--- config.mk ---
export PLATFORM = sky130hd
export DESIGN_NAME = gate_sensor_ctrl
export DESIGN_NICKNAME = d
export VERILOG_FILES = /design/src/rtl/gate_sensor_ctrl.sv
export SDC_FILE = /design/constraint.sdc
export NUM_CORES = 1
export LEC_CHECK = 0
export BUFFER_PORTS_ARGS = -buffer_cell sky130_fd_sc_hd__buf_2
export CAP_MARGIN = 20
export CORE_MARGIN = 10
export CORE_UTILIZATION = 35
export DETAILED_ROUTE_END_ITERATION = 8
export GPL_ROUTABILITY_DRIVEN = 0
export PLACE_DENSITY = 0.52
export SLEW_MARGIN = 10
export SYNTH_ARGS = -nofsm -noshare
export SYNTH_HDL_FRONTEND = slang
export SYNTH_SLANG_ARGS = --single-unit
--- constraint.sdc ---
create_clock -name clk -period 3.15 [get_ports clk]
set_input_delay 0.1575 -clock clk [delete_from_list [all_inputs] [get_ports clk]]
set_output_delay 0.1575 -clock clk [all_outputs]
set_load 0.01 [all_outputs]
--- src/rtl/gate_sensor_ctrl.sv ---
`default_nettype none
// ============================================================================
// Module : gate_sensor_ctrl
// Brief  : Parking-gate front end. Synchronises and debounces the two beam
//          sensors and the hour button, decodes car direction into one-cycle
//          enter/exit/reject/seq_err pulses, and keeps the hour counter.
// Rev    : 1.0  initial release
// ============================================================================
module gate_sensor_ctrl #(
  parameter int DEBOUNCE  = 4,
  parameter int HOURS_MAX = 7
) (
  input  logic       clk,
  input  logic       reset,
  input  logic       sens_a,
  input  logic       sens_b,
  input  logic       hour_btn,
  input  logic       full,
  output logic       enter,
  output logic       exit,
  output logic       reject,
  output logic       seq_err,
  output logic [2:0] hours,
  output logic       day_over
);

  localparam int                 c_CNT_W     = (DEBOUNCE < 2) ? 1 : $clog2(DEBOUNCE);
  localparam logic [c_CNT_W-1:0] c_CNT_LAST  = c_CNT_W'(DEBOUNCE - 1);
  localparam logic [2:0]         c_HOURS_MAX = 3'(HOURS_MAX);

  typedef enum logic [2:0] {
    S_IDLE  = 3'd0,
    S_EN_A  = 3'd1,
    S_EN_AB = 3'd2,
    S_EN_B  = 3'd3,
    S_EX_B  = 3'd4,
    S_EX_AB = 3'd5,
    S_EX_A  = 3'd6,
    S_ERR   = 3'd7
  } state_t;

  // channel order: bit2 hour button, bit1 outer sensor a, bit0 inner sensor b
  logic [2:0] w_raw;
  logic [2:0] r_sync1;
  logic [2:0] r_sync2;
  logic [2:0] w_lvl_nxt;
  logic [1:0] w_ab;
  logic       r_btn_prev;
  logic       w_btn_rise;
  state_t     r_state;

  assign w_raw = {hour_btn, sens_a, sens_b};

  always_ff @(posedge clk or negedge reset) begin
    if (!reset) begin
      r_sync1 <= '0;
      r_sync2 <= '0;
    end else begin
      r_sync1 <= w_raw;
      r_sync2 <= r_sync1;
    end
  end

  // w_lvl_nxt is the level the debouncer will hold after this edge, so the
  // decoder reacts on the same edge the level is accepted.
  generate
    for (genvar i = 0; i < 3; i++) begin : g_deb
      logic               r_lvl;
      logic [c_CNT_W-1:0] r_cnt;
      logic               w_diff;

      assign w_diff       = r_sync2[i] ^ r_lvl;
      assign w_lvl_nxt[i] = (w_diff && (r_cnt == c_CNT_LAST)) ? r_sync2[i] : r_lvl;

      always_ff @(posedge clk or negedge reset) begin
        if (!reset) begin
          r_lvl <= 1'b0;
          r_cnt <= '0;
        end else if (!w_diff || (r_cnt == c_CNT_LAST)) begin
          r_lvl <= w_lvl_nxt[i];
          r_cnt <= '0;
        end else begin
          r_cnt <= r_cnt + 1'b1;
        end
      end
    end
  endgenerate

  assign w_ab       = w_lvl_nxt[1:0];
  assign w_btn_rise = w_lvl_nxt[2] & ~r_btn_prev;

  always_ff @(posedge clk or negedge reset) begin
    if (!reset) begin
      r_state <= S_IDLE;
      enter   <= 1'b0;
      exit    <= 1'b0;
      reject  <= 1'b0;
      seq_err <= 1'b0;
    end else begin
      enter   <= 1'b0;
      exit    <= 1'b0;
      reject  <= 1'b0;
      seq_err <= 1'b0;
      case (r_state)
        S_IDLE: begin
          if (w_ab == 2'b10)      r_state <= S_EN_A;
          else if (w_ab == 2'b01) r_state <= S_EX_B;
          else if (w_ab == 2'b11) begin r_state <= S_ERR; seq_err <= 1'b1; end
        end
        S_EN_A: begin
          if (w_ab == 2'b11)      r_state <= S_EN_AB;
          else if (w_ab == 2'b00) r_state <= S_IDLE;
          else if (w_ab == 2'b01) begin r_state <= S_ERR; seq_err <= 1'b1; end
        end
        S_EN_AB: begin
          if (w_ab == 2'b01)      r_state <= S_EN_B;
          else if (w_ab == 2'b10) r_state <= S_EN_A;
          else if (w_ab == 2'b00) begin r_state <= S_ERR; seq_err <= 1'b1; end
        end
        S_EN_B: begin
          if (w_ab == 2'b00) begin
            r_state <= S_IDLE;
            if (full) reject <= 1'b1;
            else      enter  <= 1'b1;
          end
          else if (w_ab == 2'b11) r_state <= S_EN_AB;
          else if (w_ab == 2'b10) begin r_state <= S_ERR; seq_err <= 1'b1; end
        end
        S_EX_B: begin
          if (w_ab == 2'b11)      r_state <= S_EX_AB;
          else if (w_ab == 2'b00) r_state <= S_IDLE;
          else if (w_ab == 2'b10) begin r_state <= S_ERR; seq_err <= 1'b1; end
        end
        S_EX_AB: begin
          if (w_ab == 2'b10)      r_state <= S_EX_A;
          else if (w_ab == 2'b01) r_state <= S_EX_B;
          else if (w_ab == 2'b00) begin r_state <= S_ERR; seq_err <= 1'b1; end
        end
        S_EX_A: begin
          if (w_ab == 2'b00)      begin r_state <= S_IDLE; exit <= 1'b1; end
          else if (w_ab == 2'b11) r_state <= S_EX_AB;
          else if (w_ab == 2'b01) begin r_state <= S_ERR; seq_err <= 1'b1; end
        end
        default: begin
          if (w_ab == 2'b00) r_state <= S_IDLE;
        end
      endcase
    end
  end

  always_ff @(posedge clk or negedge reset) begin
    if (!reset) begin
      r_btn_prev <= 1'b0;
      hours      <= 3'd0;
      day_over   <= 1'b0;
    end else begin
      r_btn_prev <= w_lvl_nxt[2];
      if (w_btn_rise) begin
        if (hours < c_HOURS_MAX) hours    <= hours + 3'd1;
        else                     day_over <= 1'b1;
      end
    end
  end

endmodule
`default_nettype wire

* After elaboration in Yosys (flattened, before gate mapping)
Cells that the tools add are included.
** Operators by class
- Equality and inequality tests :: 13
- Muxes and demuxes :: 52
- Magnitude comparators :: 1
- Bitwise logic cells :: 6
- Add/subtract/negate cells :: 4
- Reduce and logical (&&, ||, !) cells :: 15
** Operators by type and width (count)
- $mux 3 :: 19
- $mux 1 :: 28
- $pmux 3 s7 :: 1
- $eq 2x2->1 const B :: 5
- $eq 3x3->1 const B :: 3
- $reduce_bool 8->1 :: 1
- $pmux 1 s7 :: 1
- $add 2x1->2 const B :: 3
- $eq 3x2->1 const B :: 2
- $mux 2 :: 3
- $reduce_and 2->1 :: 3
- $ne 4x4->1 const B :: 1
- $add 3x1->3 const B :: 1
- $eq 3x1->1 const B :: 1
- $logic_and 1x1->1 :: 3
- $logic_not 1->1 :: 3
- $logic_not 3->1 :: 1
- $logic_or 1x1->1 :: 3
- $lt 3x3->1 const B :: 1
- $xor 1x1->1 :: 3
- $eq 2x1->1 const B :: 1
- $logic_not 2->1 :: 1
- $not 1->1 :: 2
- $and 1x1->1 :: 1
** Word-level totals
- Input bits :: 6
- Flip-flop bits (word level) :: 27

* Longest topological paths before layout
Gate-level depths: netlist of the first run.
- Depth in word-level cells :: 8
- Depth in mapped cells :: 9
- Gate-level depth less buffers :: 8

* Worst setup path after synthesis of the first run
No wires, ideal clock.
- Kind :: register to register
- From :: register g_deb[0].r_cnt[0]
- To :: register r_state[2]
- Path buffers :: 1
- Path slack :: 0.937 ns
- Arrival time :: 2.077 ns
- Library setup time :: 0.136 ns
- Stages on the path, launching flop included :: 9
- Data required time :: 3.014 ns
- Cells stage by stage :: dfrtp_1 -> ha_1 -> mux2i_2 -> buf_4 -> ha_1 -> or3_4 -> or4_4 -> o21ai_2 -> o22ai_2
** On the way
- Word-level cells in the longest chain between the ends :: 8
- Elaborated cells on any way between the ends :: 28
- Classes of those cells :: eq/ne: 5; mux: 19; reduce/logical: 4
** RTL lines
- start: declaration :: line 69 : logic [c_CNT_W-1:0] r_cnt;
- start signal: assignment :: line 83 : r_cnt <= r_cnt + 1'b1;
- $eq 2x2->1 (*) :: line 73 : assign w_lvl_nxt[i] = (w_diff && (r_cnt == c_CNT_LAST)) ? r_sync2[i] : r_lvl;
- $logic_and 1x1->1 (*) :: line 73
- $mux 1 (*) :: line 73
- $eq 2x1->1 (tied with other cells)
- $mux 3
- $mux 3 (tied with other cells) :: line 141 : else if (w_ab == 2'b11) r_state <= S_EX_AB;
- $mux 3 (tied with other cells) :: line 140 : if (w_ab == 2'b00) begin r_state <= S_IDLE; exit <= 1'b1; end
- $pmux 3 s7 :: line 104 : case (r_state)
- end signal: assignment :: line 140
- end signal: assignment :: line 141
- end signal: assignment :: line 142 : else if (w_ab == 2'b01) begin r_state <= S_ERR; seq_err <= 1'b1; end
- end: declaration :: line 50 : state_t r_state;
Mark *: on every way between the ends. The rest lies on a longest branch, timed or not.
A chain may end at the register's enable or synchronous reset.

* Worst setup path after layout of the first run
- From :: register g_deb[0].r_cnt[0]
- To :: register r_state[0]
** On the way
- Word-level cells in the longest chain between the ends :: 8
- Elaborated cells on any way between the ends :: 28
- Classes of those cells :: eq/ne: 5; mux: 19; reduce/logical: 4
** RTL lines
- $eq 2x2->1 (*) :: line 73
- $logic_and 1x1->1 (*) :: line 73
- $mux 1 (*) :: line 73
- named net w_ab[0] :: line 47 : logic [1:0] w_ab;
- $eq 2x1->1 (tied with other cells)
- $mux 3
- $mux 3 (tied with other cells) :: line 141
- $mux 3 (tied with other cells) :: line 140
- $pmux 3 s7 :: line 104
Mark *: on every way through the listed nets, which the timed path passes. The rest lies on a longest branch.

==> results of run 1 <==
==> cells in the mapped netlist (all sizes together) (4+ instances only) <==
cell and count:
inv 6, o21ai 8, nand2b 4, a21boi 4, dfrtp 27, ha 10, buf 7, nor3 7
a21oi 5, nor2b 7, nand2 8, nand3 4, nor2 14
==> stage by stage <==
stage	power, uW	util [%]
after global routing	1881	41.15
after detailed placement	1506	38.94
final	1695	41.15
after floorplan	1302	-
after global placement	1485	38.94
after CTS	1711	41.15
==> layout make-up <==
class	instances	area share, %
multi-input cells	105	43.92
flip-flops and latches	27	40.75
repair buffers	19	7.245
well taps	50	3.774
clock buffers	3	2.491
inverters	6	1.358
clock inverters	1	0.4528
==> report_power, final <==
part / leakage, uW / switching, uW / internal [uW] / total (uW)
Combinational: 0.000388 / 473 / 407 / 880
Clock: 0.0000217 / 102 / 89.5 / 191
Sequential: 0.000332 / 161 / 463 / 624
Total: 0.000742 / 735 / 960 / 1690
==> cells by family after synthesis <==
group | count (synthesis) | share of synthesized area, %
adder cells (fa/ha/maj) | 10 | 8.475
flip-flops | 27 | 45.76
AND/OR/NAND/NOR | 50 | 17.46
XOR/XNOR | 3 | 1.780
multiplexers | 5 | 3.898
buffers and inverters | 15 | 4.915
AO/OA/AOI/OAI | 37 | 17.71
==> worst max-delay path: stages, from the launching register on <==
cell and delay [ns]:
dfrtp_1 0.39, ha_1 0.24, mux2i_2 0.42, inv_1 0.20, ha_1 0.35, nor3_1 0.29, a21boi_0 0.24, o32ai_1 0.14
a31oi_1 0.16
==> flip-flops by register name (all words and copies together) (netlist names) <==
register / cells
day_over: 1
enter: 1
exit: 1
g_deb.r_cnt: 6
g_deb.r_lvl: 3
hours: 3
r_btn_prev: 1
r_state: 3
r_sync1: 3
r_sync2: 3
reject: 1
seq_err: 1
==> final timing paths <==
path                                    from          to  slack [ns]  cells past startpoint
max in group asynchronous              reset    hours[2]        2.34                      2
min                                     full       enter        0.05                      2
max reg2reg                g_deb[0].r_cnt[0]  r_state[0]        0.62                      8
min reg2reg                       r_sync1[0]  r_sync2[0]        0.36                      0
max                        g_deb[0].r_cnt[0]  r_state[0]        0.62                      8
min in group asynchronous              reset  r_sync2[2]        0.41                      2
==> metal layers <==
layer  vias to the layer above  share of wire [%]
met5                         -                  0
met3                         4                5.9
met1                       555                 44
met4                         0                1.7
met2                        28                 48
li1                        547                  -
==> results.py, run 1 <==
metrics = {
    "sta": {
        "hold_viol": 0,
        "fin_skew_ns": 0.009352,
        "finalSetupTns_ns": 0,
        "post-route-period-util_pct": 80.32,
        "max-slew-margin-rel_pct": 56.58,
        "timing.fmax_mhz": 395.2,
        "finalMaxSlewViolations": 0,
        "setup_viol": 0,
        "rsz0062_at_grt": "false",
        "min_period_ns": 2.530,
        "holdWs_ns": 0.04947,
        "fin_ws_ns": 0.6198,
        "worst_slew_pin_slew_ns": 0.6513,
    },
    "clock_tree": {
        "path_clk_slew_ns": 0.09,
        "postCtsHoldBufs": 4,
        "cts_buffers": 3,
        "cts_buffer_depth": 2,
        "postCtsResizedCells": 0,
        "root_buffer": "clkbuf_8",
        "clk_latency_ns": 0.27,
        "cts_setup_buffers": 0,
        "h-tree-depth": 1,
        "cts_tree": "built",
        "clock_sink_count": 27,
    },
    "yosys": {
        "synth-edff-count": 0,
        "yosysWarnings": 0,
        "synth_top_area_share_pct": 45.76,
        "synthesis.nets": 163,
        "synth_area_leaders": "dfrtp_1, ha_1, nor2_1",
        "synth-seq-cells": 27,
        "ys.flop_type": "dfrtp_1",
        "async_flop_share_pct": 100.0,
        "syn_area_um2": 1476,
        "syn_area_per_cell_um2": 10.04,
        "yosysSeqAreaShare_pct": 45.76,
        "ys_types": 39,
        "netlist_instances": 147,
        "synth.largest_area_cell": "dfrtp_1",
    },
    "finish": {
        "fill_cells": 401,
        "syn_to_final_growth_pct": 12.29,
        "layout_commonest_cell": "dfrtp_1",
        "regArea_um2": 675.6,
        "layout-drive-gt1-share_pct": 17.39,
        "final_cell_area_um2": 1658,
        "multi_input_area_um2": 728.2,
        "design.final.nets": 178,
        "final_cell_count_no_fill": 211,
        "final_cell_mix": "dfrtp_1, nor2_1, buf_2",
        "diodes": 0,
    },
    "placement": {
        "dp_cells": 203,
        "port_buffers": 13,
        "dpl-instance-area_um2": 1569,
        "preCtsSetupSlack_ns": 0.6355,
        "dp_hpwl_um": 2178,
    },
    "floorplanning": {
        "fp.dieW_um": 84.95,
        "start_util_pct": 36.65,
        "io_pins": 14,
        "die_y_um": 84.95,
        "coreArea_um2": 4029,
        "rows": 23,
        "die_area_um2": 7217,
    },
    "route": {
        "drt_wl_total_um": 2946,
        "routedWlPerCell_um": 13.96,
        "drc": 0,
        "dr.pass1.iters": 4,
        "vias": 1134,
        "vias_per_cell": 5.374,
        "ant_nets": 0,
        "drtIter0Drc": 73,
    },
    "power_and_ir_drop": {
        "p_leak_uw": 0.0007420,
        "ir_drop_mv": 0.2759,
        "power_density_nw_per_um2": 1022,
    },
    "worst_setup_path": {
        "critPathRequiredTime_ns": 3.33,
        "crit_type": "flip-flop to flip-flop",
        "worst_setup_path_start_kind": "flip-flop",
        "critPathArrivalTime_ns": 2.71,
        "crit_fanout": 9,
        "end_kind": "flip-flop",
    },
    "global_route": {
        "met1_usage_pct": 10.85,
        "grt_usage_pct": 8.727,
        "grt_pass1_wl_um": 5464,
        "first_global_vias": 1155,
        "gr-total-overflow": 0,
        "grt.busiest_layer": "met2",
        "met3_usage_pct": 1.816,
        "antenna_found_initial": 0,
        "grt.met2_usage_pct": 14.24,
        "grt_max_degree": 28,
    },
    "run": {
        "cap_violations": 0,
    },
    "outcome": {
        "outcome": "complete, no violations",
    },
    "hold_path": {
        "hp-class": "primary input to flip-flop",
    },
}
Power figures use the tool's default switching activity.
==> run 2: changes to the inputs <==
==> constraint.sdc (replaced) <==
create_clock -name clk -period 2.5 [get_ports clk]
set_input_delay 0.125 -clock clk [delete_from_list [all_inputs] [get_ports clk]]
set_output_delay 0.125 -clock clk [all_outputs]
set_load 0.01 [all_outputs]
==> results.py, run 2 (synthesis results as in run 1) <==
metrics = {
    "global_route": {
        "grt.met2_usage_pct": 12.87,
        "first_global_vias": 1133,
        "met1_usage_pct": 11.17,
        "gr-total-overflow": 0,
        "grt_pass1_wl_um": 5292,
        "grt.busiest_layer": "met2",
        "grt_usage_pct": 8.663,
        "met3_usage_pct": 1.625,
        "grt_max_degree": 28,
        "antenna_found_initial": 0,
    },
    "clock_tree": {
        "root_buffer": "clkbuf_8",
        "cts_buffer_depth": 2,
        "postCtsHoldBufs": 5,
        "clock_sink_count": 27,
        "path_clk_slew_ns": 0.09,
        "cts_tree": "built",
        "postCtsResizedCells": 0,
        "cts_setup_buffers": 0,
        "clk_latency_ns": 0.27,
        "h-tree-depth": 1,
        "cts_buffers": 3,
    },
    "finish": {
        "largest_reg_flops": 6,
        "regArea_um2": 675.6,
        "final_cell_count_no_fill": 213,
        "fill_cells": 396,
        "final_util_pct": 41.52,
        "layout-drive-gt1-share_pct": 17.79,
        "syn_to_final_growth_pct": 13.30,
        "layout_commonest_cell": "dfrtp_1",
        "design.final.nets": 180,
        "final_cell_mix": "dfrtp_1, nor2_1, buf_2",
        "diodes": 0,
        "top_register": "g_deb.r_cnt",
        "multi_input_area_um2": 728.2,
    },
    "power_and_ir_drop": {
        "power_density_nw_per_um2": 1290,
        "ir_drop_mv": 0.4015,
        "p_leak_uw": 0.0007551,
        "total_power_uw": 2158,
    },
    "outcome": {
        "outcome": "complete, no violations",
    },
    "worst_setup_path": {
        "crit_type": "flip-flop to flip-flop",
        "worst_setup_path_start_kind": "flip-flop",
        "critPathArrivalTime_ns": 2.46,
        "crit_fanout": 14,
        "critPathRequiredTime_ns": 2.64,
        "end_kind": "flip-flop",
    },
    "route": {
        "dr.pass1.iters": 4,
        "drc": 0,
        "drt_wl_total_um": 2952,
        "vias": 1132,
        "vias_per_cell": 5.315,
        "drtIter0Drc": 64,
        "ant_nets": 0,
        "routedWlPerCell_um": 13.86,
    },
    "run": {
        "cap_violations": 0,
    },
    "sta": {
        "worst_slew_pin_slew_ns": 0.6303,
        "finalMaxSlewViolations": 0,
        "rsz0062_at_grt": "false",
        "setup_viol": 0,
        "post-route-period-util_pct": 92.81,
        "hold_viol": 0,
        "fin_skew_ns": 0.006523,
        "max-slew-margin-rel_pct": 57.98,
        "finalSetupTns_ns": 0,
        "timing.fmax_mhz": 431.0,
        "min_period_ns": 2.320,
    },
    "floorplanning": {
        "coreArea_um2": 4029,
        "die_area_um2": 7217,
        "die_y_um": 84.95,
        "rows": 23,
        "fp.dieW_um": 84.95,
        "start_util_pct": 36.65,
        "io_pins": 14,
    },
    "placement": {
        "dp_cells": 204,
        "dp_hpwl_um": 2145,
        "port_buffers": 13,
    },
    "hold_path": {
        "hp-class": "flip-flop to flip-flop",
    },
}
## run 2: cell count changes in the layout (fill, tap and decap cells not counted), sizes merged
cell / previous run / this run
buf: 15 / 16
clkinv: 0 / 1
clkinvlp: 1 / 0
dlygate4sd3: 4 / 5
## run 2: path summary, 6_finish.rpt
check	start	end	slack [ns]	cells past startpoint
min in group asynchronous	reset	r_sync1[2]	0.37	2
worst max register to register	g_deb[1].r_cnt[0]	r_state[2]	0.18	8
worst max-delay path	g_deb[1].r_cnt[0]	r_state[2]	0.18	8
max in group asynchronous	reset	r_state[0]	1.74	2
worst min-delay path	r_sync1[1]	r_sync2[1]	0.36	0
worst min register to register	r_sync1[1]	r_sync2[1]	0.36	0
## run 2: power breakdown
group | switching (uW) | internal (uW) | leakage, uW
logic | 601 | 525 | 0.000397
clock network | 134 | 112 | 0.0000255
registers | 202 | 584 | 0.000332
## run 2: critical path, cell delays in order, from the launching register on
cell and delay (ns):
dfrtp_1 0.40, ha_1 0.24, mux2i_1 0.22, buf_4 0.23, ha_1 0.33, nand2b_1 0.23, a21boi_0 0.12, a311oi_1 0.29
o22ai_2 0.12
## run 2: cell type report
class                   instances  share of cell area (%)
clock inverters                 1                  0.2992
flip-flops and latches         27                   40.39
clock buffers                   3                   2.468
inverters                       6                   1.346
well taps                      50                   3.740
repair buffers                 21                   8.227
multi-input cells             105                   43.53
## run 2: per-layer routing
layer | wire length, um | vias up
li1 | - | 554
met1 | 1407 | 548
met2 | 1349 | 25
met3 | 125 | 5
met4 | 69 | 0
met5 | 0 | -
## run 2: through the flow
stage	hold WS, ns	worst slack, ns	instance area [um2]
floorplan	-0.1706	0.2872	1476
global placement	0.1611	0.2325	1577
detailed placement	0.1672	0.1975	1577
CTS	0.3574	0.1873	1673
global route	0.3717	0.006865	1673
finish	0.3568	0.1797	1673
==> run 3: changes to the inputs <==
--- a/config.mk
+++ b/config.mk
@@ -12,6 +12,7 @@
 export DETAILED_ROUTE_END_ITERATION = 8
 export GPL_ROUTABILITY_DRIVEN = 0
 export PLACE_DENSITY = 0.52
+export SETUP_SLACK_MARGIN = 0.5
 export SLEW_MARGIN = 10
 export SYNTH_ARGS = -nofsm -noshare
 export SYNTH_HDL_FRONTEND = slang
==> results.py, run 3 (synthesis results as in run 1) <==
metrics = {
    "finish": {
        "final_cell_mix": "dfrtp_1, nor2_1, buf_4",
        "top_register": "g_deb.r_cnt",
        "final_cell_area_um2": 1873,
        "design.final.nets": 193,
        "final_util_pct": 46.49,
        "diodes": 0,
        "layout-drive-gt1-share_pct": 29.55,
        "syn_to_final_growth_pct": 26.86,
        "fill_cells": 371,
        "layout_commonest_cell": "dfrtp_1",
        "largest_reg_flops": 6,
    },
    "worst_setup_path": {
        "crit_fanout": 4,
        "critPathArrivalTime_ns": 2.29,
        "critPathRequiredTime_ns": 2.63,
        "r2r_end": "r_state[2]",
        "critPathBufInv": 1,
        "crit_path_frequent_cell": "ha_4",
        "reg2reg_from": "g_deb[0].r_cnt[0]",
        "path_delay_family": "simple AND/OR/NAND/NOR gates",
        "crit_slowest_cell": "or4_4",
        "ff2ff_path_depth": 8,
        "cp-startpoint": "g_deb[0].r_cnt[0]",
        "crit_type": "flip-flop to flip-flop",
        "cp_cell_sequence": "ha_4 > mux2i_4 > buf_6 > ha_4 > or3_4 > or4_4 > o21ai_4 > o22ai_2",
        "end_kind": "flip-flop",
        "reg2reg_slack_ns": 0.34,
        "worst_setup_path_start_kind": "flip-flop",
        "cpPeakStageDelay_ns": 0.44,
    },
    "sta": {
        "timing.fmax_mhz": 463.4,
        "worst_slew_pin_slew_ns": 0.7035,
        "finalSetupTns_ns": 0,
        "finalMaxSlewViolations": 0,
        "max-slew-margin-rel_pct": 53.10,
        "rsz0062_at_grt": "true",
        "min_period_ns": 2.158,
        "fin_ws_ns": 0.3422,
        "fin_skew_ns": 0.0007915,
        "hold_viol": 0,
        "setup_viol": 0,
        "post-route-period-util_pct": 86.31,
    },
    "floorplanning": {
        "rows": 23,
        "die_area_um2": 7217,
        "start_util_pct": 36.65,
        "io_pins": 14,
        "die_y_um": 84.95,
        "coreArea_um2": 4029,
        "fp.dieW_um": 84.95,
    },
    "outcome": {
        "outcome": "complete, no violations",
    },
    "clock_tree": {
        "cts_tree": "built",
        "path_clk_slew_ns": 0.08,
        "cts_buffers": 3,
        "root_buffer": "clkbuf_8",
        "clk_latency_ns": 0.26,
        "cts_buffer_depth": 2,
        "h-tree-depth": 1,
        "clock_sink_count": 27,
    },
    "power_and_ir_drop": {
        "ir_drop_mv": 0.4215,
        "p_leak_uw": 0.0008231,
        "power_density_nw_per_um2": 1305,
    },
    "hold_path": {
        "hp-class": "flip-flop to flip-flop",
        "holdPathStages": 0,
        "min_delay_worst_endpoint": "r_sync2[2]",
        "min_from": "r_sync1[2]",
    },
    "global_route": {
        "grt_pass1_wl_um": 5733,
        "grt_usage_pct": 9.297,
        "antenna_found_initial": 0,
        "first_global_vias": 1199,
        "grt_max_degree": 28,
        "gr-total-overflow": 0,
    },
    "placement": {
        "dp_hpwl_um": 2184,
        "port_buffers": 13,
        "dpl-instance-area_um2": 1620,
        "preCtsSetupSlack_ns": 0.1191,
    },
    "route": {
        "dr.pass1.iters": 4,
        "drc": 0,
        "ant_nets": 0,
        "vias_per_cell": 5.186,
        "vias": 1172,
        "routedWlPerCell_um": 14.26,
        "drt_wl_total_um": 3223,
        "drtIter0Drc": 82,
    },
    "run": {
        "cap_violations": 0,
    },
}
run 3: layout make-up:
type,count,area [um2],area share [%]
flip-flops and latches,27,675.6,36.07
multi-input cells,105,824.5,44.02
clock buffers,4,45.04,2.405
well taps,50,62.56,3.340
repair buffers,34,242.7,12.96
inverters,6,22.52,1.202
run 3: report_power, final:
part / switching, uW / total, uW / internal [uW]
sequential: 188 / 773 / 584
clock: 122 / 236 / 114
combinational: 716 / 1440 / 720
total: 1030 / 2450 / 1420
run 3: stage by stage:
| stage | total power (uW) | hold WS (ns) | std cells |
|---|---|---|---|
| floorplan | 1701 | -0.1706 | 147 |
| global placement | 1942 | 0.1565 | 204 |
| detailed placement | 1975 | 0.1647 | 204 |
| CTS | 2357 | 0.002726 | 221 |
| global route | 2675 | 0.3608 | 226 |
| finish | 2445 | 0.3529 | 226 |
run 3: what timing repair did:
action	CTS	global route
pin swaps	1	7
hold buffers	4	1
buffers inserted	9	4
endpoints found under the setup margin	4	4
resized for setup	5	6
hold endpoints to repair	30	1
run 3: worst register-to-register path: cells and delay by family, from the launching register on:
family	cells	cell delay [ns]
AO/OA/AOI/OAI	2	0.18
adder cells (fa/ha/maj)	2	0.33
buffers and inverters	1	0.14
flip-flops	1	0.41
multiplexers	1	0.20
AND/OR/NAND/NOR	2	0.77
run 3: per-layer routing:
metal | wire length [um] | global-route usage [%]
met1 | 1484 | 11.75
met2 | 1557 | 14.58
met3 | 92 | 1.243
met4 | 87 | 5.689
met5 | 0 | 0
run 3: worst max path at each step:
stage | end | depth (start not counted) | slack, ns
after floorplan | r_state[2] | 8 | 0.40
after CTS | r_state[2] | 8 | 0.33
final | r_state[2] | 8 | 0.34
after detailed placement | r_state[0] | 8 | 0.12
after global placement | r_state[2] | 8 | 0.22
after global routing | r_state[2] | 8 | 0.29
